### config.mk
export PLATFORM = sky130hd
export DESIGN_NAME = sram_cmd_ctrl
export DESIGN_NICKNAME = d
export VERILOG_FILES = /design/src/rtl/sram_cmd_ctrl.sv
export SDC_FILE = /design/constraint.sdc
export NUM_CORES = 1
export LEC_CHECK = 0
export BUFFER_PORTS_ARGS = -buffer_cell sky130_fd_sc_hd__buf_2
export CORE_UTILIZATION = 25
export DETAILED_ROUTE_END_ITERATION = 6
export PLACE_DENSITY = 0.47
export SYNTH_ARGS = -nofsm -noshare
export SYNTH_HDL_FRONTEND = slang
export SYNTH_SLANG_ARGS = --single-unit
export TNS_END_PERCENT = 50
### constraint.sdc
create_clock -name clk -period 3.55 [get_ports clk]
set_clock_uncertainty 0.15 [all_clocks]
set_input_delay 0.355 -clock clk [delete_from_list [all_inputs] [get_ports clk]]
set_output_delay 0.355 -clock clk [all_outputs]
set_load 0.1 [all_outputs]
### src/rtl/sram_cmd_ctrl.sv
// ---------------------------------------------------------------------------
// sram_cmd_ctrl
//   Front-end controller for a 32x9 single-port (1RW) SRAM macro with a
//   4-bit write mask. Accepts read/write commands on a valid/ready channel,
//   drives the macro pins from registers, captures read data after the
//   macro read latency and returns it on a valid/ready response channel.
//   After every reset it can sweep the whole array to INIT_VALUE.
//
// Ports
//   clk, rst                  clock, asynchronous active-high reset
//   cmd_valid/cmd_ready       command handshake
//   cmd_write                 1 = write, 0 = read
//   cmd_addr/wdata/wmask      command payload (wmask ignored for reads)
//   rsp_valid/rsp_ready       read response handshake
//   rsp_data                  read data, held stable until accepted
//   init_done                 fill sweep complete (level)
//   sram_csb/web/wmask/addr/din/spare_wen   registered macro pins
//   sram_dout                 macro read data
// ---------------------------------------------------------------------------
module sram_cmd_ctrl #(
  parameter int                ADDR_W     = 5,
  parameter int                DATA_W     = 9,
  parameter int                MASK_W     = 4,
  parameter int                READ_LAT   = 1,
  parameter bit                INIT_EN    = 1'b1,
  parameter logic [DATA_W-1:0] INIT_VALUE = '0
) (
  input  logic              clk,
  input  logic              rst,
  // command channel
  input  logic              cmd_valid,
  output logic              cmd_ready,
  input  logic              cmd_write,
  input  logic [ADDR_W-1:0] cmd_addr,
  input  logic [DATA_W-1:0] cmd_wdata,
  input  logic [MASK_W-1:0] cmd_wmask,
  // response channel
  output logic              rsp_valid,
  input  logic              rsp_ready,
  output logic [DATA_W-1:0] rsp_data,
  // status
  output logic              init_done,
  // macro pins
  output logic              sram_csb,
  output logic              sram_web,
  output logic [MASK_W-1:0] sram_wmask,
  output logic [ADDR_W-1:0] sram_addr,
  output logic [DATA_W-1:0] sram_din,
  output logic              sram_spare_wen,
  input  logic [DATA_W-1:0] sram_dout
);

  // Latency counter only needs to hold READ_LAT down to 0.
  localparam int CNT_W = (READ_LAT < 2) ? 1 : $clog2(READ_LAT + 1);

  typedef enum logic [1:0] {
    ST_INIT      = 2'd0,
    ST_IDLE      = 2'd1,
    ST_READ_WAIT = 2'd2,
    ST_RESP      = 2'd3
  } state_t;

  localparam state_t RST_STATE = INIT_EN ? ST_INIT : ST_IDLE;

  state_t              state_q, state_d;
  logic [ADDR_W-1:0]   init_addr_q, init_addr_d;
  logic [CNT_W-1:0]    lat_cnt_q, lat_cnt_d;
  logic                csb_q, csb_d;
  logic                web_q, web_d;
  logic [MASK_W-1:0]   wmask_q, wmask_d;
  logic [ADDR_W-1:0]   addr_q, addr_d;
  logic [DATA_W-1:0]   din_q, din_d;
  logic                rsp_valid_q, rsp_valid_d;
  logic [DATA_W-1:0]   rsp_data_q, rsp_data_d;
  logic                init_done_q, init_done_d;

  logic                last_init_addr;
  logic                lat_expired;

  assign last_init_addr = (init_addr_q == {ADDR_W{1'b1}});
  assign lat_expired    = (lat_cnt_q == '0);

  // -------------------------------------------------------------------------
  // State register and all datapath registers
  // -------------------------------------------------------------------------
  always_ff @(posedge clk or posedge rst) begin
    if (rst) begin
      state_q     <= RST_STATE;
      init_addr_q <= '0;
      lat_cnt_q   <= '0;
      csb_q       <= 1'b1;
      web_q       <= 1'b1;
      wmask_q     <= '0;
      addr_q      <= '0;
      din_q       <= '0;
      rsp_valid_q <= 1'b0;
      rsp_data_q  <= '0;
      init_done_q <= ~INIT_EN;
    end else begin
      state_q     <= state_d;
      init_addr_q <= init_addr_d;
      lat_cnt_q   <= lat_cnt_d;
      csb_q       <= csb_d;
      web_q       <= web_d;
      wmask_q     <= wmask_d;
      addr_q      <= addr_d;
      din_q       <= din_d;
      rsp_valid_q <= rsp_valid_d;
      rsp_data_q  <= rsp_data_d;
      init_done_q <= init_done_d;
    end
  end

  // -------------------------------------------------------------------------
  // Next-state logic
  // -------------------------------------------------------------------------
  always_comb begin
    state_d = state_q;
    unique case (state_q)
      ST_INIT:      if (last_init_addr)          state_d = ST_IDLE;
      ST_IDLE:      if (cmd_valid && !cmd_write) state_d = ST_READ_WAIT;
      ST_READ_WAIT: if (lat_expired)             state_d = ST_RESP;
      // rsp_valid is always set while in RESP, so rsp_ready alone completes it
      ST_RESP:      if (rsp_ready)               state_d = ST_IDLE;
      default:                                   state_d = RST_STATE;
    endcase
  end

  // -------------------------------------------------------------------------
  // Output / datapath next values
  // -------------------------------------------------------------------------
  always_comb begin
    // Strobes fall back to idle every cycle so each access is a single
    // cycle of csb low; address/data/mask simply hold their last value.
    csb_d       = 1'b1;
    web_d       = 1'b1;
    wmask_d     = wmask_q;
    addr_d      = addr_q;
    din_d       = din_q;
    init_addr_d = init_addr_q;
    lat_cnt_d   = lat_cnt_q;
    rsp_valid_d = rsp_valid_q;
    rsp_data_d  = rsp_data_q;
    init_done_d = init_done_q;

    unique case (state_q)
      ST_INIT: begin
        csb_d       = 1'b0;
        web_d       = 1'b0;
        wmask_d     = '1;
        addr_d      = init_addr_q;
        din_d       = INIT_VALUE;
        // wraps to 0 after the last address, ready for the next reset-less use
        init_addr_d = init_addr_q + ADDR_W'(1);
        if (last_init_addr) init_done_d = 1'b1;
      end
      ST_IDLE: begin
        if (cmd_valid) begin
          csb_d  = 1'b0;
          addr_d = cmd_addr;
          if (cmd_write) begin
            web_d   = 1'b0;
            wmask_d = cmd_wmask;
            din_d   = cmd_wdata;
          end else begin
            lat_cnt_d = CNT_W'(READ_LAT);
          end
        end
      end
      ST_READ_WAIT: begin
        // First edge here is the macro capture edge; the counter then
        // spends READ_LAT more edges before dout is sampled.
        if (lat_expired) begin
          rsp_valid_d = 1'b1;
          rsp_data_d  = sram_dout;
        end else begin
          lat_cnt_d = lat_cnt_q - CNT_W'(1);
        end
      end
      ST_RESP: begin
        if (rsp_ready) rsp_valid_d = 1'b0;
      end
      default: ;
    endcase
  end

  // cmd_ready depends only on the state register: no path from rsp_ready.
  assign cmd_ready      = (state_q == ST_IDLE);
  assign rsp_valid      = rsp_valid_q;
  assign rsp_data       = rsp_data_q;
  assign init_done      = init_done_q;
  assign sram_csb       = csb_q;
  assign sram_web       = web_q;
  assign sram_wmask     = wmask_q;
  assign sram_addr      = addr_q;
  assign sram_din       = din_q;
  assign sram_spare_wen = 1'b0;

endmodule

==> impl_metrics.ini, run 1 <==
[status]
status = completed

[drt]
dr.first_iter.drc_count = 31
dr_total_vias = 1159
drt-wirelength-per-cell_um = 13.12
drc = 0
vias_per_cell = 4.341
wirelength_um = 3502
dr.pass1.iters = 4
ant_nets = 0

[synth]
synthMuxAreaShare = 0.1189
syn-num-nets = 163
synthAdderAreaFrac = 0.05335
synth_cell_types = 27
synthXorXnorAreaFrac = 0.01601
synth.cell_area_sq_mm = 0.001642
synth_seq_cells = 39
synth_seq_area_share = 0.5960
synth_compound_area_frac = 0.1280
yosys_warnings = 0
yosys.area_share.simple = 0.04878
synth_area_per_cell_sq_um = 13.24
syn_inst = 124
synth_top_family_by_area = compound AO/OA/AOI/OAI gates

[floorplanning]
fp.dieH_um = 83.03
core_area_sq_mm = 0.006350
die_w_um = 83.03
start_util = 0.2585
pin_count = 65
dieArea_sq_mm = 0.006894
fp-row-count = 29

[worst_setup_path]
cp_max_fo = 13
r2r_cells = 6
r2r_end = sram_din[5]
required_ns = 3.04
reg2reg_from = state_q[1]
crit_type = reg2out
arrival_ns = 1.90
cp-start-kind = flop
r2r_slack_ns = 1.34
end_kind = output port

[grt]
grt_pass1_wl_um = 5699
overflow = 0
grt_max_degree = 29
track_usage = 0.1078
antenna_found_initial = 0
grt_pass1_vias = 1157

[timing]
rsz0062_at_grt = no
finalSetupViolCount = 0
slew_headroom = 0.3012
fin_tns_setup_ns = 0
finalHoldViolations = 0
finalMaxSlewViolations = 0
finalCritPeriodShare = 0.6763
fin_crit_ns = 2.401
fmax_mhz = 416.5
tightest_slew_ns = 1.047

[hold_path]
hold_depth = 2
hold_path.class = in2reg
hold_start = cmd_wdata[2]
hold_path_end = sram_din[2]

[layout]
drive_gt1_frac = 0.4684
nFillCells = 649
finalInstanceArea_sq_mm = 0.002141
diodes = 0
fin_nets = 228
syn2layout_area_growth_pct = 30.41

[cts]
cts_tree = done
cts.clk_slew.worst_paths_ns = 0.08
cts_resized = 0
cts_sinks = 39
htree_levels = 2
clk_latency_ns = 0.29
cts-buffers-inserted = 5
ctsHoldBuffers = 0
cts-root-buf = clkbuf_8
clockBufferDepth = 2
post_cts_buffers = 0

[placed_design]
place_congestion = 0.7278
dpl.hpwl_um = 2576
port_buffers = 63
postPlaceCellArea_sq_mm = 0.002023

[run]
max_cap_viol_count = 0
==> flip-flops by register name, indices dropped and copies added, names as in the netlist <==
name,cells
rsp_valid,1
init_addr_q,5
sram_web,1
sram_din,9
sram_wmask,4
sram_addr,5
rsp_data,9
init_done,1
sram_csb,1
state_q,2
lat_cnt_q,1
==> critical path, stage by stage (launching register included) <==
cell and delay (ns):
dfrtp_1 0.42, inv_1 0.11, ha_1 0.54, buf_2 0.54
==> cells in the mapped netlist <==
cell / count / area, sq um
dfrtp_1: 37 / 925.9
mux2_2: 11 / 123.9
a22o_1: 10 / 87.58
nand2_1: 9 / 33.78
ha_1: 7 / 87.58
mux2i_1: 6 / 60.06
o21ai_0: 6 / 30.03
inv_1: 5 / 18.77
o22a_1: 4 / 35.03
buf_2: 3 / 15.01
buf_4: 3 / 22.52
nor2b_1: 3 / 18.77
a21oi_1: 2 / 10.01
and3_1: 2 / 12.51
dfstp_2: 2 / 52.55
o21ai_2: 2 / 17.52
xnor2_1: 2 / 17.52
a21o_1: 1 / 7.510
a32o_1: 1 / 10.01
conb_1: 1 / 3.750
inv_2: 1 / 3.750
mux2_1: 1 / 11.26
nand3_1: 1 / 5.000
nand4_1: 1 / 6.260
nor2_1: 1 / 3.750
o211ai_2: 1 / 12.51
xor2_1: 1 / 8.760
==> area by class of cell <==
cell class / instances / area [sq um] / share of cell area
clock inverter: 2 / 35.03 / 0.01636
inverter: 6 / 22.52 / 0.01052
tap: 77 / 96.34 / 0.04500
timing repair buffer: 64 / 322.8 / 0.1508
clock buffer: 6 / 82.58 / 0.03857
multi-input combinational: 73 / 603.1 / 0.2817
sequential: 39 / 978.4 / 0.4570
==> cell usage in the layout (no fill, tap or decap) <==
cell,count
clkbuf_8,6
a32o_1,1
nand3_1,1
and3_1,2
o22a_1,4
bufinv_16,1
buf_4,1
inv_1,5
mux2_1,1
nor2_1,1
clkinv_2,1
nor2b_1,3
a22o_1,10
inv_2,1
mux2_2,11
nand4_1,1
a21o_1,1
o21ai_2,2
mux2i_1,6
o21ai_0,6
xnor2_1,2
a21oi_1,2
nand2_1,9
dfrtp_1,37
dfstp_2,2
buf_2,63
conb_1,1
xor2_1,1
o211ai_2,1
ha_1,7
==> worst max path at each step <==
stage | startpoint | to | slack [ns] | cells past startpoint
5_1_grt | state_q[1] | cmd_ready | 1.06 | 3
6_report | state_q[1] | cmd_ready | 1.15 | 3
3_3_place_gp | state_q[0] | rsp_data[3] | 1.33 | 4
4_1_cts | state_q[1] | cmd_ready | 1.13 | 3
3_5_place_dp | state_q[1] | sram_din[7] | 1.35 | 6
2_1_floorplan | state_q[1] | state_q[1] | 1.15 | 6
==> stage by stage <==
stage	setup slack [ns]	std cells	hold WS [ns]	utilization
final	1.149	267	0.1261	0.3371
after CTS	1.126	267	0.1171	0.3371
after detailed placement	1.346	259	0.2934	0.3186
after floorplan	1.147	124	0.3080	-
after global routing	1.064	267	0.1237	0.3371
after global placement	1.334	259	0.2887	0.3186
==> cells by family (layout without fill, tap and decap cells) <==
logic type | count (synthesis) | after routing
DFF | 39 | 39
AOI/OAI and AO/OA | 27 | 27
muxes | 18 | 18
and+or+nand+nor | 17 | 17
buffers and inverters | 12 | 78
adders and majority gates | 7 | 7
xor gates and xnor gates | 3 | 3
other | 1 | 1
==> per-layer routing <==
metal / up-vias / part of all wire / global-route usage
met5: - / 0 / 0
met1: 559 / 0.45 / 0.1398
met3: 8 / 0.041 / 0.02883
met4: 0 / 0.019 / 0.04702
li1: 564 / - / -
met2: 28 / 0.49 / 0.1692
Power of run 1 is not shown: default switching activity piles up to over one toggle a cycle in this logic, so the estimate is an artifact.
==> run 2, diff against run 1 <==
- clock period: 3.55 -> 2.3 ns (I/O delays scaled with it)
==> run 2 against run 1 <==
Via count up 0.43%; hold slack worse by 0.11 ns; critical path depth unchanged; sequential share of layout area up 0.30 points; final area down 0.64%; die area unchanged; setup slack worse by 0.92 ns; count of clock-buffer cells in the layout up 1; critical endpoint unchanged; largest cell class unchanged.
==> impl_metrics.ini, run 2 (same netlist as run 1, synthesis figures left out) <==
[timing]
fmax_mhz = 482.4
finalMaxSlewViolations = 0
finalCritPeriodShare = 0.9013
finalSetupViolCount = 0
finalHoldViolations = 0
rsz0062_at_grt = no
fin_tns_setup_ns = 0
fin_crit_ns = 2.073

[worst_setup_path]
r2r_slack_ns = 0.35
reg2reg_from = state_q[1]
cp_max_fo = 13
required_ns = 1.92
r2r_end = sram_din[2]
end_kind = output port
arrival_ns = 1.69
cp-start-kind = flop
r2r_cells = 6
crit_type = reg2out

[status]
status = completed

[cts]
cts-root-buf = clkbuf_8
cts_resized = 0
cts_sinks = 39
cts.clk_slew.worst_paths_ns = 0.08
cts-buffers-inserted = 5
clk_latency_ns = 0.29
cts_tree = done
clockBufferDepth = 2
htree_levels = 2

[grt]
grt_pass1_wl_um = 5589
grt_pass1_vias = 1176
antenna_found_initial = 0
track_usage = 0.1036
grt_max_degree = 40
overflow = 0

[floorplanning]
fp.dieH_um = 83.03
start_util = 0.2585
fp-row-count = 29
dieArea_sq_mm = 0.006894
die_w_um = 83.03
core_area_sq_mm = 0.006350
pin_count = 65

[placed_design]
dpl.hpwl_um = 2496
port_buffers = 63
place_congestion = 0.7631

[layout]
fin_nets = 231
drive_gt1_frac = 0.4635
syn2layout_area_growth_pct = 29.57
layout_commonest_cell = buf_2
final_cell_mix = 63 x buf_2, 37 x dfrtp_1, 11 x mux2_2, 10 x a22o_1, 9 x nand2_1
multi_input_area_sq_um = 605.6
diodes = 0
nFillCells = 657
seq_area_sq_um = 978.4

[drt]
wirelength_um = 3384
drt-wirelength-per-cell_um = 12.58
dr.first_iter.drc_count = 24
ant_nets = 0
dr_total_vias = 1164
drc = 0
vias_per_cell = 4.327
dr.pass1.iters = 2

[hold_path]
hold_path.class = in2reg
hold_path_end = rsp_data[1]
hold_start = sram_dout[1]
hold_depth = 2

[run]
max_cap_viol_count = 0
run 2: worst max path at each step:
| stage | startpoint | to | slack, ns | cells after the start |
|---|---|---|---|---|
| 2_1_floorplan | state_q[1] | state_q[1] | 0.23 | 6 |
| 3_3_place_gp | state_q[0] | state_q[1] | 0.41 | 5 |
| 3_5_place_dp | state_q[1] | sram_din[6] | 0.36 | 6 |
| 4_1_cts | state_q[1] | cmd_ready | 0.21 | 3 |
| 5_1_grt | state_q[1] | cmd_ready | 0.15 | 3 |
| 6_report | state_q[1] | cmd_ready | 0.23 | 3 |
run 2: worst max-delay path, cell delays in order, from the launching register on:
cell	delay [ns]
dfrtp_1	0.41
inv_1	0.11
ha_2	0.38
buf_2	0.50
run 2: timing repair:
item | 4_1_cts | 5_1_grt
hold buffers | 1 | 0
endpoints found under the hold margin | 37 | 0
buffers inserted | 0 | 0
run 2: metal layers:
layer	GRT usage	share of wire
met1	0.1323	0.46
met2	0.1610	0.47
met3	0.03479	0.055
met4	0.04232	0.015
met5	0	0
run 2: cell type report:
class,count,area share
flip-flops and latches,39,0.4600
multi-input cells,73,0.2847
repair buffers,67,0.1635
well taps,77,0.04529
clock buffers,7,0.03588
inverters,6,0.01059
run 2: through the flow:
step / setup slack, ns / area (sq um) / util / instances / hold WS (ns)
3_5_place_dp: 0.3643 / 2041 / 0.3214 / 261 / 0.2304
5_1_grt: 0.1452 / 2127 / 0.3350 / 269 / 0.01172
4_1_cts: 0.2099 / 2127 / 0.3350 / 269 / 0.003511
3_3_place_gp: 0.4100 / 2041 / 0.3214 / 261 / 0.2344
6_report: 0.2269 / 2127 / 0.3350 / 269 / 0.01415
2_1_floorplan: 0.2320 / 1644 / - / 124 / 0.2197
Power of run 2 is left out for the same reason.
==> run 3, diff against run 2 <==
- CORE_UTILIZATION: 25 -> 37
- PLACE_DENSITY: 0.47 -> 0.64
==> run 3 against run 2 <==
Register-to-register slack got worse by 0.03 ns; fmax decreased by 0.67%; cell count decreased by 8.9%; count of clock-buffer cells in the layout unchanged; flip-flop and latch count unchanged; utilization increased by 18 points; non-clock buffer count increased by 2; final area about the same; setup slack got worse by 0.014 ns; via count increased by 1.5%; critical path type unchanged; highest routed layer unchanged.
==> impl_metrics.ini, run 3 (same netlist as run 1, synthesis figures left out) <==
[layout]
final_cell_mix = 63 x buf_2, 37 x dfrtp_1, 11 x mux2_2, 10 x a22o_1, 9 x nand2_1
syn2layout_area_growth_pct = 29.50
layout_commonest_cell = buf_2
drive_gt1_frac = 0.4718
finish.utilization = 0.5166
diodes = 0
fin_nets = 233

[worst_setup_path]
reg2reg_from = state_q[1]
r2r_cells = 6
required_ns = 1.92
cp-start-kind = flop
cp_slowest_stage_delay_ns = 0.49
crit_type = reg2out
arrival_ns = 1.71
cp_num_buf_inv = 2
path_cells = inv_1, ha_2, buf_2
cp_top_family = buffers and inverters
end_kind = output port
cp_slowest_cell = buf_2
r2r_end = sram_din[7]
cp_max_fo = 13
r2r_slack_ns = 0.32

[grt]
grtUsageMet1 = 0.1880
overflow = 0
track_usage = 0.1570
antenna_found_initial = 0
grt_pass1_wl_um = 5216
grt_pass1_vias = 1118
grt_max_degree = 25
busiest_layer = met2
grtUsageMet2 = 0.2623
use_met3 = 0.04770

[cts]
clockBufferDepth = 2
htree_levels = 2
cts_tree = done
ctsHoldBuffers = 2
cts_sinks = 39
post_cts_buffers = 0
cts-root-buf = clkbuf_8
cts_resized = 0
clk_latency_ns = 0.29
cts.clk_slew.worst_paths_ns = 0.07
cts-buffers-inserted = 5

[drt]
drt-wirelength-per-cell_um = 13.71
dr.first_iter.drc_count = 42
dr.pass1.iters = 4
wirelength_um = 3360
dr_total_vias = 1182
drc = 0
vias_per_cell = 4.824
ant_nets = 0

[status]
status = completed

[floorplanning]
dieArea_sq_mm = 0.004707
core_area_sq_mm = 0.004115
start_util = 0.3989
fp-row-count = 23
pin_count = 65
die_w_um = 68.61
fp.dieH_um = 68.61

[hold_path]
hold_path_end = sram_din[6]
hold_start = cmd_wdata[6]
hold_depth = 2
hold_path.class = in2reg

[timing]
finalCritPeriodShare = 0.9074
rsz0062_at_grt = no
fin_tns_setup_ns = 0
fmax_mhz = 479.1
finalMaxSlewViolations = 0
finalHoldViolations = 0
fin_crit_ns = 2.087
finalSetupViolCount = 0

[placed_design]
dpl.hpwl_um = 2568
port_buffers = 63
place_congestion = 0.7076

[run]
max_cap_viol_count = 0
-- run 3: changes by cell type in the layout (fill, tap and decap cells not counted), sizes merged --
cell | before | now
buf | 66 | 67
clkinv | 0 | 1
dlygate4sd3 | 1 | 2
-- run 3: worst max path at each step --
stage / start / endpoint / cells past startpoint
floorplan: state_q[1] / state_q[1] / 6
global placement: state_q[1] / sram_din[3] / 6
detailed placement: state_q[1] / sram_din[7] / 6
CTS: state_q[1] / cmd_ready / 3
global route: state_q[1] / cmd_ready / 3
finish: state_q[1] / cmd_ready / 3
-- run 3: area by class of cell --
| type | count | area, sq um |
|---|---|---|
| fill | 370 | 1989 |
| sequential | 39 | 978.4 |
| tap | 50 | 62.56 |
| inverter | 6 | 22.52 |
| clock inverter | 1 | 5.005 |
| timing repair buffer | 69 | 365.4 |
| multi-input combinational | 73 | 605.6 |
| clock buffer | 7 | 86.33 |
-- run 3: routing by layer --
metal  vias up  wire, um
met3         6       252
li1        574         -
met4         0        42
met5         -         0
met2        51      1513
met1       551      1553
-- run 3: per-stage QoR --
step / worst slack [ns] / cell area [sq um] / std cells / hold slack, ns
finish: 0.2129 / 2126 / 245 / 0.01635
global route: 0.1367 / 2126 / 245 / 0.009883
CTS: 0.1913 / 2126 / 245 / 0.007784
detailed placement: 0.3219 / 2014 / 235 / 0.1115
global placement: 0.4661 / 2014 / 235 / 0.1074
floorplan: 0.2320 / 1644 / 124 / 0.2197
Power of run 3 is left out for the same reason.
